`config.mk`:
```
export PLATFORM = sky130hd
export DESIGN_NAME = jt51_noise_mc
export DESIGN_NICKNAME = d
export VERILOG_FILES = /design/src/rtl/jt51_noise_mc.sv
export SDC_FILE = /design/constraint.sdc
export NUM_CORES = 1
export LEC_CHECK = 0
export CAP_MARGIN = 0
export CORE_ASPECT_RATIO = 0.75
export CORE_MARGIN = 3
export CORE_UTILIZATION = 25
export DETAILED_ROUTE_END_ITERATION = 6
export PLACE_DENSITY_LB_ADDON = 0.25
export SLEW_MARGIN = 20
export SYNTH_ARGS = -nofsm -noshare
export SYNTH_HDL_FRONTEND = slang
export SYNTH_SLANG_ARGS = --single-unit
```
`constraint.sdc`:
```
create_clock -name clk -period 3.1 [get_ports clk]
set_input_delay 0.465 -clock clk [delete_from_list [all_inputs] [get_ports clk]]
set_output_delay 0.465 -clock clk [all_outputs]
set_load 0.01 [all_outputs]
```
`src/rtl/jt51_noise_mc.sv`:
```
// Multi-channel LFSR noise generator producing EG-scaled sign/magnitude words per channel.
// Optional per-channel restart strobe enabled with macro JT51_NOISE_RESTART_EN.
module jt51_noise_mc #(
    parameter int                CH     = 2,
    parameter int                LFSR_W = 17,
    parameter logic [LFSR_W-1:0] TAPS   = 17'h00009,
    parameter logic [LFSR_W-1:0] INIT   = 17'h0005A,
    parameter int                CNT_W  = 5,
    parameter int                EG_W   = 10
) (
    input  logic                    clk,
    input  logic                    rst,
    input  logic                    cen,
    input  logic [CH-1:0]           ne,
    input  logic [CH*CNT_W-1:0]     nfrq,
    input  logic [CH*EG_W-1:0]      eg,
    input  logic [CH-1:0]           nrst,
    output logic [CH*(EG_W+1)-1:0]  out,
    output logic                    out_vld
);
    localparam int OW = EG_W + 1;

    always_ff @(posedge clk or posedge rst) begin
        if (rst) out_vld <= 1'b0;
        else     out_vld <= cen;
    end

`ifndef JT51_NOISE_RESTART_EN
    logic unused_nrst;
    assign unused_nrst = ^nrst;
`endif

    genvar gi;
    generate
        for (gi = 0; gi < CH; gi++) begin : g_ch
            localparam logic [LFSR_W-1:0] SEED = INIT ^ LFSR_W'(gi);

            logic [CNT_W-1:0]  cnt_reg;
            logic [LFSR_W-1:0] lfsr_reg;
            logic [OW-1:0]     out_reg;
            logic [CNT_W-1:0]  nfrq_c;
            logic [EG_W-1:0]   eg_c;
            logic              sign;
            logic              fb;
            logic [LFSR_W-1:0] lfsr_next;

            assign nfrq_c    = nfrq[gi*CNT_W +: CNT_W];
            assign eg_c      = eg[gi*EG_W +: EG_W];
            assign sign      = lfsr_reg[0];
            assign fb        = ^(lfsr_reg & TAPS);
            assign lfsr_next = {fb, lfsr_reg[LFSR_W-1:1]};

            always_ff @(posedge clk or posedge rst) begin
                if (rst) begin
                    cnt_reg  <= '0;
                    lfsr_reg <= SEED;
                    out_reg  <= '0;
                end
`ifdef JT51_NOISE_RESTART_EN
                else if (nrst[gi]) begin
                    lfsr_reg <= SEED;
                    cnt_reg  <= nfrq_c;
                end
`endif
                else if (cen) begin
                    if (ne[gi]) begin
                        out_reg <= {sign, {EG_W{~sign}} ^ eg_c};
                        if (&cnt_reg) begin
                            cnt_reg  <= nfrq_c;
                            lfsr_reg <= lfsr_next;
                        end else begin
                            cnt_reg <= cnt_reg + 1'b1;
                        end
                    end else begin
                        cnt_reg <= nfrq_c;
                        out_reg <= '0;
                    end
                    // An all-zero LFSR would never leave zero; reseed with 1 instead.
                    if (lfsr_reg == '0) lfsr_reg <= LFSR_W'(1);
                end
            end

            assign out[gi*OW +: OW] = out_reg;
        end
    endgenerate
endmodule
```
Word level (Yosys, flattened, before mapping)
Index checks and enable logic that the tools add are counted.
- bits in registers: 67
- bits of input ports: 37
- output and inout port bits: 23
- word-level logic and storage cells: 37
- add/sub/neg operators: 2
- mux-type cells: 12
- bitwise logic cells: 4
- reduce and logical (&&, ||, !) cells: 12
- operators with widths (kind ; count):
    $mux W17 ; 6
    $logic_not A17 Y1 ; 2
    $reduce_xor A17 Y1 ; 2
    $mux W11 ; 2
    $mux W5 ; 4
    $xor A10 B10 Y10 ; 2
    $add A5 B1 Y5 const B ; 2
    $reduce_and A5 Y1 ; 2
    $reduce_bool A2 Y1 ; 4
    $reduce_and A3 Y1 ; 2
    $not A1 Y1 ; 2

Depth between registers and ports, before layout
Gate-level depths: netlist of run 1.
- word-level depth: 4
- gate-level depth with buffers: 8
- mapped depth without buffers: 7

Least setup slack after synthesis of run 1
OpenSTA, ideal clock, no wires.
- kind: reg2reg
- start: register g_ch[0].cnt_reg[0]
- end: register g_ch[0].lfsr_reg[10]
- library setup time: 125 ps
- arrival: 1702 ps
- required time: 2975 ps
- setup slack: 1273 ps
- stages on the path, launching flop included: 7
- buffers on the path: 1
- clock period less this slack: 1827 ps
- path through: dfrtp_1 -> ha_1 -> and3_1 -> ha_1 -> nand3_2 -> buf_2 -> mux2_2
- cells in the longest elaborated chain, start to end: 3
- ends and longest elaborated chain (element ; RTL line ; text):
    from (decl) ; 38 ; logic [CNT_W-1:0] cnt_reg;
    from (signal assigned) ; 69 ; cnt_reg <= nfrq_c;
    from (signal assigned) ; 72 ; cnt_reg <= cnt_reg + 1'b1;
    from (signal assigned) ; 75 ; cnt_reg <= nfrq_c;
    $reduce_and A5 Y1 ; 68 ; if (&cnt_reg) begin
    $reduce_bool A2 Y1 (no source line) ; -- ;
    $reduce_and A3 Y1 (no source line) ; -- ;
    to (signal assigned) ; 70 ; lfsr_reg <= lfsr_next;
    to (decl) ; 39 ; logic [LFSR_W-1:0] lfsr_reg;
No other way between the ends.
A chain may end at the register's enable or synchronous reset.

Worst setup path in the final report of run 1
- start: register g_ch[0].cnt_reg[0]
- end: register g_ch[0].cnt_reg[4]
- cells in the longest elaborated chain, start to end: 3
- elaborated cells on any way between the ends: 4
- ends and longest elaborated chain (element ; RTL line ; text):
    $add A5 B1 Y5 / $reduce_and A5 Y1 (equally long branches) ; 72, 68 ;
    $mux W5 * ; 68 ;
    $mux W5 * ; 66 ; if (ne[gi]) begin
Every way passes the cells marked *; elsewhere a longest branch is shown, timed or not.

==> impl_metrics.json, run 1 <==
{
  "outcome": "completed",
  "drcViolationCount": 0,
  "cts_root_buf": "clkbuf_16",
  "hp-class": "register to register",
  "cts_tree": "done",
  "max_cap_viol_count": 0,
  "synth.distinct_cells": 34,
  "drt_first_pass_iters": 4,
  "grt_usage_pct": 10.04,
  "syn2layout_area_growth_pct": 33.88,
  "drtIter0Drc": 108,
  "postCtsHoldBufs": 0,
  "clk_pin_slew_ns": 0.05,
  "period_share_pct": 65.88,
  "max_freq_mhz": 489.7,
  "finalSetupViolations": 0,
  "cts-resized-gates": 0,
  "ir_drop_v": 0.0002805,
  "cts_setup_buffers": 0,
  "cts.sinks": 67,
  "gp_congestion": 0.7148,
  "cp.arrival_ns": 2.24,
  "regArea_um2": 1688,
  "maxSlewHeadroom_pct": 51.04,
  "required_ns": 3.30,
  "ant_nets": 0,
  "critPathMaxFanout": 10,
  "coreArea_um2": 11310,
  "synth_edf_count": 0,
  "overflow": 0,
  "p_leak_uw": 0.001732,
  "syn-mean-instance-area_um2": 12.69,
  "max_slew.worst_pin.slew_ns": 0.7343,
  "syn_area_um2": 2995,
  "hpwl_um": 4153,
  "critPathCaptureType": "register",
  "async_reset_ff_share_pct": 100.0,
  "fin_area_um2": 4010,
  "drive_above_1_share_pct": 21.07,
  "wirelength_um": 6286,
  "clock_latency_ns": 0.32,
  "setup_tns_ns": 0,
  "ios": 60,
  "vias_per_cell": 4.289,
  "fp.dieW_um": 132.4,
  "num_antenna_cells": 0,
  "die_area_um2": 13340,
  "syn_inst": 236,
  "yosysSeqAreaShare_pct": 56.35,
  "cts_buffers": 9,
  "worstSetupStartpointType": "register",
  "nets": 335,
  "period_minus_slack_ns": 2.042,
  "hold_viol": 0,
  "multiInputGateArea_um2": 1224,
  "antenna_found_initial": 0,
  "maxSlewViolCount": 0,
  "cts.path.max_buffers": 2,
  "yosysWarnings": 0,
  "rsz0062_at_grt": "no",
  "syn-num-nets": 277,
  "io_buffers": 57,
  "start_util_pct": 26.48,
  "fin_skew_ns": 0.002844,
  "placementRows": 33,
  "num-fill-cells": 1127,
  "grt_pass1_wl_um": 10600,
  "die_h_um": 100.8,
  "ys.flop_type": "dfrtp_1",
  "layout_common_cells": "58 x dfrtp_1, 57 x clkdlybuf4s50_1, 30 x mux2_2",
  "vias": 1956,
  "power_per_cell_area_nw_per_um2": 672.7,
  "ys_ff_latch": 67,
  "grt_pass1_vias": 2038,
  "dpl_cell_area_um2": 3736,
  "wl_per_cell_um": 13.79,
  "cts_max_level": 3,
  "final_common_cell": "dfrtp_1",
  "largest_register_ffs": 34,
  "grt_max_degree": 44,
  "fin_util_pct": 35.45,
  "worst-setup-path-type": "register to register"
}
## worst max-delay path, cell delays in order, from the launching register on
cell	delay [ns]
dfrtp_1	0.41
ha_1	0.23
and3_1	0.19
ha_1	0.20
nor2b_1	0.54
mux2i_1	0.26
a21oi_1	0.08
## power breakdown
group | internal [µW] | leakage, µW | switching [µW] | total [µW]
Sequential | 1020 | 0.000844 | 166 | 1190
Clock | 582 | 0.000137 | 342 | 925
Combinational | 343 | 0.000752 | 242 | 585
## worst paths after layout
check / from / endpoint / slack (ns) / cells after the start
max in group asynchronous: rst / g_ch[1].lfsr_reg[6] / 1.88 / 3
hold / removal: g_ch[0].out_reg[9] / g_ch[0].out_reg[9] / 0.49 / 1
hold reg to reg: g_ch[0].out_reg[9] / g_ch[0].out_reg[9] / 0.49 / 1
setup / recovery: g_ch[0].cnt_reg[0] / g_ch[0].cnt_reg[4] / 1.06 / 6
setup reg to reg: g_ch[0].cnt_reg[0] / g_ch[0].cnt_reg[4] / 1.06 / 6
min in group asynchronous: rst / out_vld / 0.52 / 2
## final cells by class
cell class / instances / share of cell area [%]
well taps: 157 / 4.899
inverters: 4 / 0.3744
clock buffers: 14 / 6.583
flip-flops and latches: 67 / 42.09
multi-input cells: 151 / 30.51
clock inverters: 2 / 0.2496
repair buffers: 61 / 15.29
## logic make-up after synthesis
logic type | Yosys count | share of synthesized area (%)
compound gates | 47 | 11.28
xor+xnor | 22 | 6.433
fa+ha+maj | 4 | 1.671
buf+inv | 18 | 2.798
flops | 67 | 56.35
mux | 36 | 13.32
simple gates | 42 | 8.145
## synth_stat cells (2+ instances only)
cell type,count,area [µm²]
nand3_2,3,30.03
nor2_1,10,37.54
clkbuf_1,3,11.26
dfrtp_1,58,1451
mux2_2,30,337.8
ha_1,4,50.05
and3_1,4,25.02
nor4_1,5,31.28
dfstp_2,9,236.5
mux2i_1,5,50.05
a21oi_1,11,55.05
o21ai_0,11,55.05
nand2_1,6,22.52
nand2b_1,2,12.51
buf_2,7,35.03
nand3_1,5,25.02
o2bb2ai_1,21,183.9
buf_1,3,11.26
xor2_1,21,183.9
nor2b_1,2,12.51
inv_1,3,11.26
## per-stage QoR
stage                     setup WS (ns)  cells  total power (µW)  hold slack, ns
final                             1.058    456              2698          0.4859
after CTS                         1.027    456              2744          0.4892
after floorplan                  0.9667    236              1517          0.4619
after global placement           0.8105    440              1786          0.4717
after detailed placement         0.8070    440              1790          0.4728
after global routing             0.8461    456              2870          0.4984
## routing by layer
layer,GRT usage [%],wire length (µm),vias to the layer above
li1,-,-,962
met1,14.20,3276,938
met2,13.88,2609,54
met3,4.192,385,2
met4,3.115,14,0
met5,0,0,-
Power figures use the tool's default switching activity.
==> run 2: changes to the inputs <==
clock period = 1.9 ns   (was 3.1 ns; I/O delays follow)
==> impl_metrics.json, run 2 (same netlist as run 1, synthesis figures left out) <==
{
  "r2r_start": "g_ch[1].cnt_reg[1]",
  "gp_congestion": 0.7447,
  "dp_slack_ns": 0.09328,
  "cts_buffers": 9,
  "cts_tree": "done",
  "critPathMaxFanout": 5,
  "coreArea_um2": 11310,
  "die_h_um": 100.8,
  "fp.dieW_um": 132.4,
  "crit_top_cell": "ha_1",
  "maxSlewHeadroom_pct": 72.95,
  "max_freq_mhz": 569.8,
  "p_leak_uw": 0.001814,
  "ant_nets": 0,
  "overflow": 0,
  "period_minus_slack_ns": 1.755,
  "fin_skew_ns": 0.006273,
  "vias": 2042,
  "worst-setup-path-type": "register to register",
  "cts.sinks": 67,
  "critPathCaptureType": "register",
  "rr_endpoint": "g_ch[1].cnt_reg[3]",
  "outcome": "completed",
  "wl_per_cell_um": 13.53,
  "antenna_found_initial": 0,
  "drive_above_1_share_pct": 25.48,
  "reg2reg_setup_slack_ns": 0.14,
  "cts.path.max_buffers": 2,
  "drcViolationCount": 0,
  "hold_viol": 0,
  "worstSetupStartpointType": "register",
  "setup_ws_ns": 0.1449,
  "largest_register_ffs": 34,
  "cts_root_buf": "clkbuf_16",
  "power_per_cell_area_nw_per_um2": 1151,
  "period_share_pct": 92.37,
  "required_ns": 2.14,
  "clock_latency_ns": 0.33,
  "layout_common_cells": "58 x dfrtp_1, 57 x clkdlybuf4s50_1, 30 x mux2_2",
  "ios": 60,
  "io_buffers": 57,
  "grt_pass1_wl_um": 10950,
  "multiInputGateArea_um2": 1229,
  "max_cap_viol_count": 0,
  "wirelength_um": 6319,
  "finalSetupViolations": 0,
  "num_antenna_cells": 0,
  "clk_pin_slew_ns": 0.06,
  "max_stage_delay_ns": 0.40,
  "die_area_um2": 13340,
  "max_slew.worst_pin.slew_ns": 0.4057,
  "placementRows": 33,
  "grt_usage_pct": 10.37,
  "hpwl_um": 4237,
  "regArea_um2": 1688,
  "num-fill-cells": 1112,
  "drt_first_pass_iters": 3,
  "grt_max_degree": 68,
  "drtIter0Drc": 72,
  "start_util_pct": 26.48,
  "fin_util_pct": 36.99,
  "final_common_cell": "dfrtp_1",
  "cts_max_level": 3,
  "vias_per_cell": 4.373,
  "cp.arrival_ns": 2.00,
  "ir_drop_v": 0.0005347,
  "cp_cell_sequence": "ha_1 > and3_1 > ha_1 > nand2b_2 > buf_4 > nor2_1 > a22oi_1 > o21ai_0",
  "hp-class": "input pin to asynchronous set/reset pin",
  "grt_pass1_vias": 2220,
  "r2r_cells": 8,
  "syn2layout_area_growth_pct": 39.72,
  "nets": 346,
  "maxSlewViolCount": 0,
  "cpMaxStageDelayCell": "dfrtp_1"
}
## run 2: worst max-delay path: cells and delay by family, from the launching register on
family / cells / cell delay [ns]
buffers and inverters: 1 / 0.16
adders and majority gates: 2 / 0.41
and+or+nand+nor: 3 / 0.50
AOI/OAI and AO/OA: 2 / 0.21
DFF: 1 / 0.40
## run 2: layer usage
layer | share of wire (%) | vias up | track usage (%)
li1 | - | 993 | -
met1 | 51 | 991 | 13.73
met2 | 42 | 49 | 15.29
met3 | 5.4 | 9 | 4.242
met4 | 1.3 | 0 | 3.834
met5 | 0 | - | 0
## run 2: worst max path at each step
| stage | start | endpoint | slack [ns] | cells after the start |
|---|---|---|---|---|
| floorplan | g_ch[0].cnt_reg[0] | g_ch[0].lfsr_reg[10] | 0.07 | 6 |
| global placement | cen | g_ch[1].lfsr_reg[5] | 0.11 | 5 |
| detailed placement | cen | g_ch[1].lfsr_reg[5] | 0.09 | 5 |
| CTS | g_ch[0].cnt_reg[0] | g_ch[0].lfsr_reg[9] | 0.08 | 6 |
| global route | g_ch[1].cnt_reg[1] | g_ch[1].cnt_reg[3] | -0.002 | 8 |
| finish | g_ch[1].cnt_reg[1] | g_ch[1].cnt_reg[3] | 0.14 | 8 |
## run 2: repair_timing
action,4_1_cts,5_1_grt
endpoints found under the setup margin,0,13
resized for setup,0,3
hold buffers,0,0
buffers inserted,0,1
## run 2: layout make-up
| type | instances | share of cell area (%) |
|---|---|---|
| clock buffer | 9 | 5.381 |
| clock inverter | 7 | 2.780 |
| inverter | 4 | 0.4484 |
| multi-input combinational | 151 | 29.36 |
| sequential | 67 | 40.33 |
| tap | 157 | 4.694 |
| timing repair buffer | 72 | 17.01 |
## run 2: where the power goes
group / internal (µW) / leakage [µW] / switching (µW)
combinational: 590 / 0.000805 / 440
clock: 1280 / 0.000165 / 620
sequential: 1670 / 0.000844 / 220
total: 3540 / 0.00181 / 1280
## run 2: stage by stage
step / TNS (ns) / std cells / power, µW / hold WS, ns / cell area (µm²)
5_1_grt: -0.001753 / 467 / 5097 / 0.4555 / 4185
2_1_floorplan: 0 / 236 / 2476 / 0.3164 / 2999
3_5_place_dp: 0 / 450 / 2947 / 0.4765 / 3827
4_1_cts: 0 / 466 / 4891 / 0.4237 / 4169
3_3_place_gp: 0 / 450 / 2939 / 0.4723 / 3827
6_report: 0 / 467 / 4816 / 0.3947 / 4185
